## src/rtl/mem_readback_scanner.sv

```systemverilog
// Sweeps an inclusive BRAM address window and streams every word on a valid/ready port,
// keeping a word count, a popcount and a rotate-XOR signature of everything delivered.
module mem_readback_scanner #(
    parameter int WID_MEM   = 1,
    parameter int DEPTH_MEM = 32768,
    parameter int RD_LAT    = 1
) (
    input  logic               clk,
    input  logic               reset,
    input  logic               start,
    input  logic [31:0]        start_addr,
    input  logic [31:0]        end_addr,
    output logic [31:0]        raddr,
    input  logic [WID_MEM-1:0] rdata,
    output logic               out_valid,
    input  logic               out_ready,
    output logic [WID_MEM-1:0] out_data,
    output logic [31:0]        out_addr,
    output logic               busy,
    output logic               done,
    output logic [31:0]        word_count,
    output logic [31:0]        ones_count,
    output logic [31:0]        signature
);

    localparam int          FIFO_DEPTH = RD_LAT + 2;
    localparam int          PW         = $clog2(FIFO_DEPTH);
    localparam int          CW         = $clog2(FIFO_DEPTH + RD_LAT + 2) + 1;
    localparam int          NSLICE     = (WID_MEM + 31) / 32;
    localparam logic [31:0] MAX_ADDR   = 32'(DEPTH_MEM - 1);

    typedef enum logic [1:0] {IDLE, SCAN, DRAIN, DONE} state_t;

    function automatic logic [31:0] popcount(input logic [WID_MEM-1:0] d);
        logic [31:0] c;
        c = '0;
        for (int i = 0; i < WID_MEM; i++) c = c + 32'(d[i]);
        return c;
    endfunction

    function automatic logic [31:0] fold32(input logic [WID_MEM-1:0] d);
        logic [NSLICE*32-1:0] ext;
        logic [31:0]          f;
        ext = '0;
        ext[WID_MEM-1:0] = d;
        f = '0;
        for (int i = 0; i < NSLICE; i++) f = f ^ ext[i*32 +: 32];
        return f;
    endfunction

    // Reset asserts asynchronously but is released on a clock edge.
    logic [1:0] rst_sync;
    logic       rst_n;

    always_ff @(posedge clk or negedge reset) begin
        if (!reset) rst_sync <= '0;
        else        rst_sync <= {rst_sync[0], 1'b1};
    end
    assign rst_n = rst_sync[1];

    state_t                state, next_state;
    logic [31:0]           next_addr, last_addr, end_clamped;
    logic                  start_ok, issue, push, pop;
    logic [RD_LAT:0]       tag_valid;
    logic [31:0]           tag_addr [RD_LAT+1];
    logic [CW-1:0]         inflight, fifo_count;
    logic [WID_MEM-1:0]    fifo_data [FIFO_DEPTH];
    logic [31:0]           fifo_addr [FIFO_DEPTH];
    logic [PW-1:0]         wr_ptr, rd_ptr;

    assign end_clamped = (end_addr > MAX_ADDR) ? MAX_ADDR : end_addr;
    assign start_ok    = start && ((state == IDLE) || (state == DONE));
    assign push        = tag_valid[RD_LAT];
    assign out_valid   = (fifo_count != '0);
    assign out_data    = fifo_data[rd_ptr];
    assign out_addr    = fifo_addr[rd_ptr];
    assign pop         = out_valid && out_ready;
    assign busy        = (state == SCAN) || (state == DRAIN);
    assign done        = (state == DONE);

    always_comb begin
        inflight = '0;
        for (int i = 0; i <= RD_LAT; i++) inflight = inflight + CW'(tag_valid[i]);
    end

    // A word popped this cycle frees its slot, so it counts toward the reservation;
    // this keeps one issue per clock when downstream is always ready.
    assign issue = (state == SCAN) &&
                   ((fifo_count + inflight) < (CW'(FIFO_DEPTH) + CW'(pop)));

    // NOTE: every sequential block updates state with <= so all flops see pre-edge values.
    always_ff @(posedge clk or negedge rst_n) begin
        if (!rst_n) state <= IDLE;
        else        state <= next_state;
    end

    // NOTE: next_state gets its default first so no path through the case infers a latch.
    always_comb begin
        next_state = state;
        case (state)
            IDLE, DONE: begin
                if (start) next_state = (end_clamped < start_addr) ? DONE : SCAN;
            end
            SCAN: begin
                if (issue && (next_addr == last_addr)) next_state = DRAIN;
            end
            DRAIN: begin
                if ((inflight == '0) && (fifo_count == '0)) next_state = DONE;
            end
            default: next_state = IDLE;
        endcase
    end

    always_ff @(posedge clk or negedge rst_n) begin
        if (!rst_n) begin
            raddr      <= '0;
            next_addr  <= '0;
            last_addr  <= '0;
            word_count <= '0;
            ones_count <= '0;
            signature  <= '0;
        end else begin
            if (start_ok) begin
                next_addr  <= start_addr;
                last_addr  <= end_clamped;
                word_count <= '0;
                ones_count <= '0;
                signature  <= '0;
            end else if (pop) begin
                word_count <= word_count + 32'd1;
                ones_count <= ones_count + popcount(out_data);
                signature  <= {signature[30:0], signature[31]} ^ fold32(out_data);
            end
            if (issue) begin
                raddr     <= next_addr;
                next_addr <= next_addr + 32'd1;
            end
        end
    end

    // Tag pipe: stage k holds the address issued k+1 clocks ago; the last stage lines up with rdata.
    always_ff @(posedge clk or negedge rst_n) begin
        if (!rst_n) begin
            tag_valid <= '0;
            for (int i = 0; i <= RD_LAT; i++) tag_addr[i] <= '0;
        end else begin
            tag_valid[0] <= issue;
            tag_addr[0]  <= next_addr;
            for (int i = 1; i <= RD_LAT; i++) begin
                tag_valid[i] <= tag_valid[i-1];
                tag_addr[i]  <= tag_addr[i-1];
            end
        end
    end

    // NOTE: the FIFO storage is only a few registers and out_data/out_addr must read 0
    // after reset, so it is reset like ordinary flops rather than left as a RAM.
    always_ff @(posedge clk or negedge rst_n) begin
        if (!rst_n) begin
            wr_ptr     <= '0;
            rd_ptr     <= '0;
            fifo_count <= '0;
            for (int i = 0; i < FIFO_DEPTH; i++) begin
                fifo_data[i] <= '0;
                fifo_addr[i] <= '0;
            end
        end else begin
            if (push) begin
                fifo_data[wr_ptr] <= rdata;
                fifo_addr[wr_ptr] <= tag_addr[RD_LAT];
                wr_ptr <= (wr_ptr == PW'(FIFO_DEPTH - 1)) ? '0 : wr_ptr + 1'b1;
            end
            if (pop) rd_ptr <= (rd_ptr == PW'(FIFO_DEPTH - 1)) ? '0 : rd_ptr + 1'b1;
            case ({push, pop})
                2'b10:   fifo_count <= fifo_count + 1'b1;
                2'b01:   fifo_count <= fifo_count - 1'b1;
                default: fifo_count <= fifo_count;
            endcase
        end
    end

endmodule
```

## config.mk

```make
export PLATFORM = sky130hd
export DESIGN_NAME = mem_readback_scanner
export DESIGN_NICKNAME = d
export VERILOG_FILES = /design/src/rtl/mem_readback_scanner.sv
export SDC_FILE = /design/constraint.sdc
export NUM_CORES = 1
export LEC_CHECK = 0
export BUFFER_PORTS_ARGS = -buffer_cell sky130_fd_sc_hd__clkbuf_2
export CAP_MARGIN = 10
export CORE_MARGIN = 2
export CORE_UTILIZATION = 50
export CTS_CLUSTER_SIZE = 16
export DETAILED_ROUTE_END_ITERATION = 8
export GPL_TIMING_DRIVEN = 1
export MAX_ROUTING_LAYER = met4
export PLACE_DENSITY = 0.71
export REMOVE_ABC_BUFFERS = 1
export SLEW_MARGIN = 10
export SYNTH_ARGS = -nofsm -noshare
export SYNTH_HDL_FRONTEND = slang
export SYNTH_SLANG_ARGS = --single-unit
```

## constraint.sdc

```tcl
create_clock -name clk -period 12.5 [get_ports clk]
set_input_delay 1.25 -clock clk [delete_from_list [all_inputs] [get_ports clk]]
set_output_delay 1.25 -clock clk [all_outputs]
set_load 0.05 [all_outputs]
```

# Word level (Yosys, flattened, before mapping)

Index checks and enable logic that the tools add are counted.

Register bits: 369
Output and inout port bits: 164
Word-level logic and storage cells: 96

$add $sub $neg: 10
Magnitude comparators: 6
Equality and inequality tests: 11
Mux-type cells: 29
Bitwise gates (word level): 3
Reduce and logical (&&, ||, !) cells: 17

Operators by type and width:

| cell                                                  | count |
|---|---|
| 2-to-1 mux 32 bit                                     | 12 |
| bitwise mux 96 bit                                    | 1 |
| adder 32 x 1 -> 32 bit (second input constant)        | 2 |
| binary-select mux 32 bit (select 2 bit)               | 1 |
| demux 32 bit (select 2 bit)                           | 1 |
| adder 32 x 1 -> 32 bit                                | 1 |
| == test 32 bit                                        | 1 |
| > comparator 32 x 15 -> 1 bit (second input constant) | 1 |
| < comparator 32 bit                                   | 1 |
| bitwise XOR 32 x 1 -> 32 bit                          | 1 |
| 2-to-1 mux 2 bit                                      | 6 |
| == test 2 bit (second input constant)                 | 5 |
| logical NOT 4 bit                                     | 2 |
| one-hot mux 4 bit (2 select lines)                    | 1 |
| >= comparator 3 bit (second input constant)           | 2 |
| logical AND 1 bit                                     | 6 |
| NOT 2 -> 3 bit                                        | 2 |
| one-hot mux 2 bit (3 select lines)                    | 1 |
| nonzero test 2 bit                                    | 3 |
| adder 2 x 1 -> 2 bit (second input constant)          | 2 |
| adder 4 x 1 -> 4 bit (second input constant)          | 1 |
| adder 4 x 2 -> 4 bit                                  | 1 |
| == test 2 x 1 -> 1 bit (second input constant)        | 2 |
| < comparator 4 x 3 -> 1 bit                           | 1 |
| other kinds (15)                                      | 19 |

# Longest topological paths before layout

Depth in word-level cells: 8
Mapped depth: 15
Depth with buffers taken out: 12

# Least setup slack after synthesis

OpenSTA, ideal clock, no wires.

Kind: input-to-reg
Start: input end_addr[28]
End: register state[1]
Data arrival time: 3.586 ns
Required time: 12.412 ns
Setup slack: 8.825 ns
Cell stages on the path: 12
Path through: or4_1 nor3_1 nand2_1 clkbuf_1 or2_2 ha_1 a21oi_1 nor2_1 a211oi_1 o21ai_0 a211o_1 a41oi_1

Longest elaborated chain between the ends: 6

RTL lines:

| what                               | line | RTL |
|---|---|---|
| start: declaration                 | 12   | `input logic [31:0] end_addr,` |
| > comparator 32 x 15 -> 1 bit      | 71   | `assign end_clamped = (end_addr > MAX_ADDR) ? MAX_ADDR : end_addr;` |
| 2-to-1 mux 32 bit                  | 71   |  |
| net end_clamped[9]                 | 62   | `logic [31:0] next_addr, last_addr, end_clamped;` |
| < comparator 32 bit                | 102  | `if (start) next_state = (end_clamped < start_addr) ? DONE : SCAN;` |
| 2-to-1 mux 2 bit (2 in series)     | 102  |  |
| one-hot mux 2 bit (3 select lines) | 100  | `case (state)` |
| end signal: assignment             | 94   | `else state <= next_state;` |
| end: declaration                   | 61   | `state_t state, next_state;` |

The timed path passes the listed nets, and every way through them passes these cells. The select of a mux whose other input is x is not followed.
A chain may end at the register's enable or synchronous reset.

# Worst setup path after layout

Start: register fifo_count[1]
End: register next_addr[12]

Longest elaborated chain between the ends: 6
Elaborated cells between the ends (all ways): 8

RTL lines:

| what                                                    | line | RTL |
|---|---|---|
| start: declaration                                      | 66   | `logic [CW-1:0] inflight, fifo_count;` |
| start signal: assignment                                | 175  | `2'b10: fifo_count <= fifo_count + 1'b1;` |
| start signal: assignment                                | 176  | `2'b01: fifo_count <= fifo_count - 1'b1;` |
| start signal: assignment                                | 177  | `default: fifo_count <= fifo_count;` |
| nonzero test 4 bit                                      | 74   | `assign out_valid = (fifo_count != '0);` |
| logical AND 1 bit                                       | 77   | `assign pop = out_valid && out_ready;` |
| adder 2 x 1 -> 3 bit                                    | 89   | `((fifo_count + inflight) < (CW'(FIFO_DEPTH) + CW'(pop)));` |
| < comparator 4 x 3 -> 1 bit (*)                         | 89   |  |
| logical AND 1 bit (*)                                   | 88   | `assign issue = (state == SCAN) &&` |
| 2-to-1 mux 32 bit or nonzero test 2 bit (tied branches) | -    |  |
| end signal: assignment                                  | 124  | `next_addr <= start_addr;` |
| end signal: assignment                                  | 136  | `next_addr <= next_addr + 32'd1;` |
| end: declaration                                        | 62   |  |

Every way passes the cells marked *; elsewhere a longest branch is shown, timed or not.

==> summary.log <==
INFO  timing         slew-limit-headroom=31.4%
INFO  logic_synthesis postSynth.asyncResetShare=100%
INFO  timing         rsz0062_at_grt=false
INFO  timing         maxSlewViolCount=0
INFO  place          placed_area=0.0182mm^2
INFO  logic_synthesis post_synth_inst_count=1510
INFO  clock_network  postCtsResizedCells=0
INFO  timing         final-hold-violation-count=0
INFO  clock_network  post-cts-setup-buffer-count=0
INFO  place          place_inst=2148
INFO  worst_setup_path worst-setup-path-type=register to register
INFO  clock_network  tritoncts=yes
INFO  logic_synthesis synth_warnings=0
INFO  timing         setup_viol=0
INFO  power_and_ir_drop p_comb_share=36.2%
INFO  global_route   grt-ovfl-total=0
INFO  global_route   grt_pass1_wl=63100um
INFO  power_and_ir_drop power.sequential.fraction=36.1%
INFO  logic_synthesis synthTopCellsByArea=sky130_fd_sc_hd__dfrtp_1 (56%), sky130_fd_sc_hd__mux2_2 (7.8%), sky130_fd_sc_hd__nand2_1 (5.6%), sky130_fd_sc_hd__ha_1 (3.6%), sky130_fd_sc_hd__xor2_1 (3.5%)
INFO  timing         finalSetupTns=0ns
INFO  timing         worst_slack_on_hold_paths=0.240ns
INFO  timing         fin_ws=8.19ns
INFO  global_route   grt.total_usage=23.8%
INFO  timing         maxClockFrequency=232MHz
INFO  clock_network  worstSkewPairLatency=0.53ns
INFO  power_and_ir_drop worst_vdd_rail_ir_drop=163uV
INFO  worst_setup_path data_arrival_critical_path=4.71ns
INFO  timing         final_min_period_over_clock_period=34.5%
INFO  clock_network  cts.clk_slew.worst_paths=0.06ns
INFO  run_status     run_status=finished clean
INFO  power_and_ir_drop power_switching=1.79mW
INFO  power_and_ir_drop power_leakage=9.47nW
INFO  die            start_util=50.9%
INFO  logic_synthesis syn_avg_cell_area=11.0um^2
INFO  worst_hold_path hp-class=register to asynchronous set/reset pin
INFO  layout         stdcell_area=0.0196mm^2
INFO  detailed_routing detail_route.first_pass.iterations=6
INFO  worst_setup_path cp-start-kind=register
INFO  layout         fraction_of_layout_instances_using_a_drive_strength_above_1=26.3%
INFO  clock_network  htreeDepth=2
INFO  clock_network  cts_made_buffers=40
INFO  global_route   antenna_found_initial=1
INFO  place          hpwl=27100um
INFO  detailed_routing drt-total-wl=39400um
INFO  detailed_routing vias=12100
INFO  layout         syn2layout_area_growth=18.3%
INFO  clock_network  ctsRootBufferMaster=sky130_fd_sc_hd__clkbuf_16
INFO  die            floorplan.die.width=186um
INFO  worst_setup_path timing.critical_path.required=12.90ns
INFO  timing         final_period_minus_worst_setup_slack=4.31ns
INFO  worst_setup_path critical_path_peak_fanout=47
INFO  logic_synthesis synth_fa_ha_area_share=3.87%
INFO  global_route   grt_pass1_vias=11900
INFO  clock_network  max-clock-path-buffers=3
INFO  layout         finish.net_count=1867
INFO  logic_synthesis post_synthesis_instance_area=0.0166mm^2
INFO  power_and_ir_drop power_density=223mW/mm^2
INFO  worst_setup_path crit_path_end_kind=register
INFO  logic_synthesis ys_dominant_reg_cell=sky130_fd_sc_hd__dfrtp_1
INFO  logic_synthesis ys_seq_area_share=55.8%
INFO  logic_synthesis synthDominantAreaCellType=sky130_fd_sc_hd__dfrtp_1
INFO  timing         clock-skew-final=0.0194ns
INFO  detailed_routing route.detailed.wl_per_inst=17.7um
INFO  place          io_buffers=232
INFO  logic_synthesis synth_top_area_share=55.8%
INFO  flow_run       cap_viol_max_count=0
INFO  logic_synthesis synth_edf_count=0
INFO  power_and_ir_drop power.clock.fraction=27.7%
INFO  logic_synthesis synth-simple-area-share=14.8%
INFO  timing         worst-slew-pin-transition=1.02ns
INFO  clock_network  holdBufCountCts=0
INFO  clock_network  clock-sinks=369
INFO  die            design.core.area=0.0325mm^2
INFO  die            ios=233
INFO  layout         fin_cells=2220
INFO  power_and_ir_drop post-layout-total-power=4.37mW
INFO  detailed_routing routed_via_density=5.45
INFO  place          pre_cts_slack=7.94ns
INFO  layout         layout_commonest_cell=sky130_fd_sc_hd__dfrtp_1
INFO  detailed_routing postRouteAntennaNets=0
INFO  logic_synthesis synth-xor-area-share=4.50%
INFO  die            row_count=66
INFO  logic_synthesis synthMuxAreaShare=9.81%
INFO  place          finalWeightedCongestion=0.862
INFO  logic_synthesis synth-seq-cells=369
INFO  die            die_height=186um
INFO  layout         layout_common_cells=sky130_fd_sc_hd__dfrtp_1 (367), sky130_fd_sc_hd__nand2_1 (244), sky130_fd_sc_hd__clkbuf_2 (232)
INFO  logic_synthesis netlist-cell-type-count=66
INFO  detailed_routing remaining_drc_errors=0
INFO  die            design.die.area=0.0346mm^2
INFO  power_and_ir_drop internal_power_contribution=2.58mW
INFO  logic_synthesis synth-compound-area-share=8.27%
INFO  detailed_routing initialDrtViolationCount=956
INFO  logic_synthesis synth_top_family_by_area=simple AND/OR/NAND/NOR gates
INFO  power_and_ir_drop swShare=41.0%
INFO  global_route   grt_max_degree=86
INFO  layout         fin_util=60.2%
-- state kept, by name, indices dropped and copies added (netlist names) --
| register | count |
|---|---|
| last_addr | 32 |
| next_addr | 32 |
| word_count | 32 |
| fifo_data | 3 |
| signature | 32 |
| rd_ptr | 2 |
| fifo_addr | 96 |
| raddr | 32 |
| ones_count | 32 |
| fifo_count | 4 |
| tag_addr | 64 |
| tag_valid | 2 |
| rst_sync | 2 |
| wr_ptr | 2 |
| state | 2 |
-- worst max-delay path, cell delays in order (launching register included) --
cell	delay (ns)
sky130_fd_sc_hd__dfrtp_1	0.47
sky130_fd_sc_hd__nor4_2	0.41
sky130_fd_sc_hd__nand2b_2	0.19
sky130_fd_sc_hd__buf_4	0.40
sky130_fd_sc_hd__inv_4	0.31
sky130_fd_sc_hd__ha_1	0.29
sky130_fd_sc_hd__a211oi_1	0.30
sky130_fd_sc_hd__nand3_1	0.34
sky130_fd_sc_hd__o21ai_1	0.90
sky130_fd_sc_hd__o21ai_0	0.21
sky130_fd_sc_hd__a221o_1	0.35
-- cell usage after synthesis (2+ instances only) --
master / number
sky130_fd_sc_hd__nand2_1: 245
sky130_fd_sc_hd__nor2_1: 66
sky130_fd_sc_hd__a311oi_1: 4
sky130_fd_sc_hd__or3_1: 20
sky130_fd_sc_hd__buf_1: 6
sky130_fd_sc_hd__o21ai_0: 76
sky130_fd_sc_hd__a222oi_1: 2
sky130_fd_sc_hd__buf_2: 10
sky130_fd_sc_hd__nand2b_1: 2
sky130_fd_sc_hd__mux2i_1: 34
sky130_fd_sc_hd__and3_1: 21
sky130_fd_sc_hd__nand3_1: 33
sky130_fd_sc_hd__conb_1: 2
sky130_fd_sc_hd__nor4_4: 2
sky130_fd_sc_hd__inv_1: 55
sky130_fd_sc_hd__ha_1: 48
sky130_fd_sc_hd__a2111oi_0: 2
sky130_fd_sc_hd__o221a_2: 6
sky130_fd_sc_hd__a211oi_1: 11
sky130_fd_sc_hd__nor4_1: 15
sky130_fd_sc_hd__o22ai_1: 5
sky130_fd_sc_hd__o21a_1: 4
sky130_fd_sc_hd__a21oi_1: 69
sky130_fd_sc_hd__and4_1: 7
sky130_fd_sc_hd__xor2_1: 66
sky130_fd_sc_hd__dfrtp_1: 369
sky130_fd_sc_hd__xnor2_1: 19
sky130_fd_sc_hd__a21o_1: 6
sky130_fd_sc_hd__mux2_2: 114
sky130_fd_sc_hd__nor3_1: 18
sky130_fd_sc_hd__a221o_1: 5
sky130_fd_sc_hd__or2_2: 15
sky130_fd_sc_hd__nand4_1: 33
sky130_fd_sc_hd__a211o_1: 2
sky130_fd_sc_hd__clkbuf_1: 51
sky130_fd_sc_hd__o211ai_1: 2
sky130_fd_sc_hd__a41oi_1: 2
sky130_fd_sc_hd__nor3b_1: 4
sky130_fd_sc_hd__a31oi_1: 2
sky130_fd_sc_hd__and2_1: 27
sky130_fd_sc_hd__fa_1: 2
sky130_fd_sc_hd__a221oi_1: 3
sky130_fd_sc_hd__o221ai_1: 2
-- routing by layer --
layer	GRT usage, %	part of all wire (%)
met1	32.8	46
met2	37.4	47
met3	3.35	4.9
met4	6.02	1.9
met5	-	0
-- layout make-up --
cell class / count / area [um^2]
fillers: 2697 / 13000
flip-flops and latches: 369 / 9240
multi-input cells: 1032 / 6900
repair buffers: 248 / 1280
clock buffers: 62 / 1250
well taps: 442 / 553
inverters: 57 / 216
clock inverters: 9 / 134
diodes: 1 / 2.50
-- path summary, 6_finish.rpt --
check / endpoint / depth (start not counted) / slack, ns / startpoint
setup / recovery: next_addr[12] / 10 / 8.19 / fifo_count[1]
hold reg to reg: fifo_addr[2] / 0 / 0.24 / rst_sync[1]
max in group asynchronous: fifo_addr[51] / 3 / 9.40 / rst_sync[1]
hold / removal: fifo_addr[2] / 0 / 0.24 / rst_sync[1]
min in group clk: tag_addr[28] / 0 / 0.34 / tag_addr[60]
setup reg to reg: next_addr[12] / 10 / 8.19 / fifo_count[1]
-- power by group through the flow --
stage / Clock, mW / Sequential, mW / Combinational, mW
finish: 1.21 / 1.58 / 1.58
global route: 1.28 / 1.61 / 1.70
CTS: 1.23 / 1.58 / 1.59
detailed placement: 0 / 1.60 / 1.58
global placement: 0 / 1.59 / 1.55
floorplan: 0 / 1.88 / 0.838
-- cells by family (layout without fill, tap and decap cells) --
kind of cell / count (synthesis) / in the layout
multiplexers: 148 / 148
adder cells (fa/ha/maj): 50 / 50
AO/OA/AOI/OAI: 217 / 217
flip-flops: 369 / 369
XOR/XNOR: 85 / 85
other: 2 / 19
AND/OR/NAND/NOR: 514 / 514
buffers and inverters: 125 / 376
No activity file was read; power rests on OpenSTA's default activity.
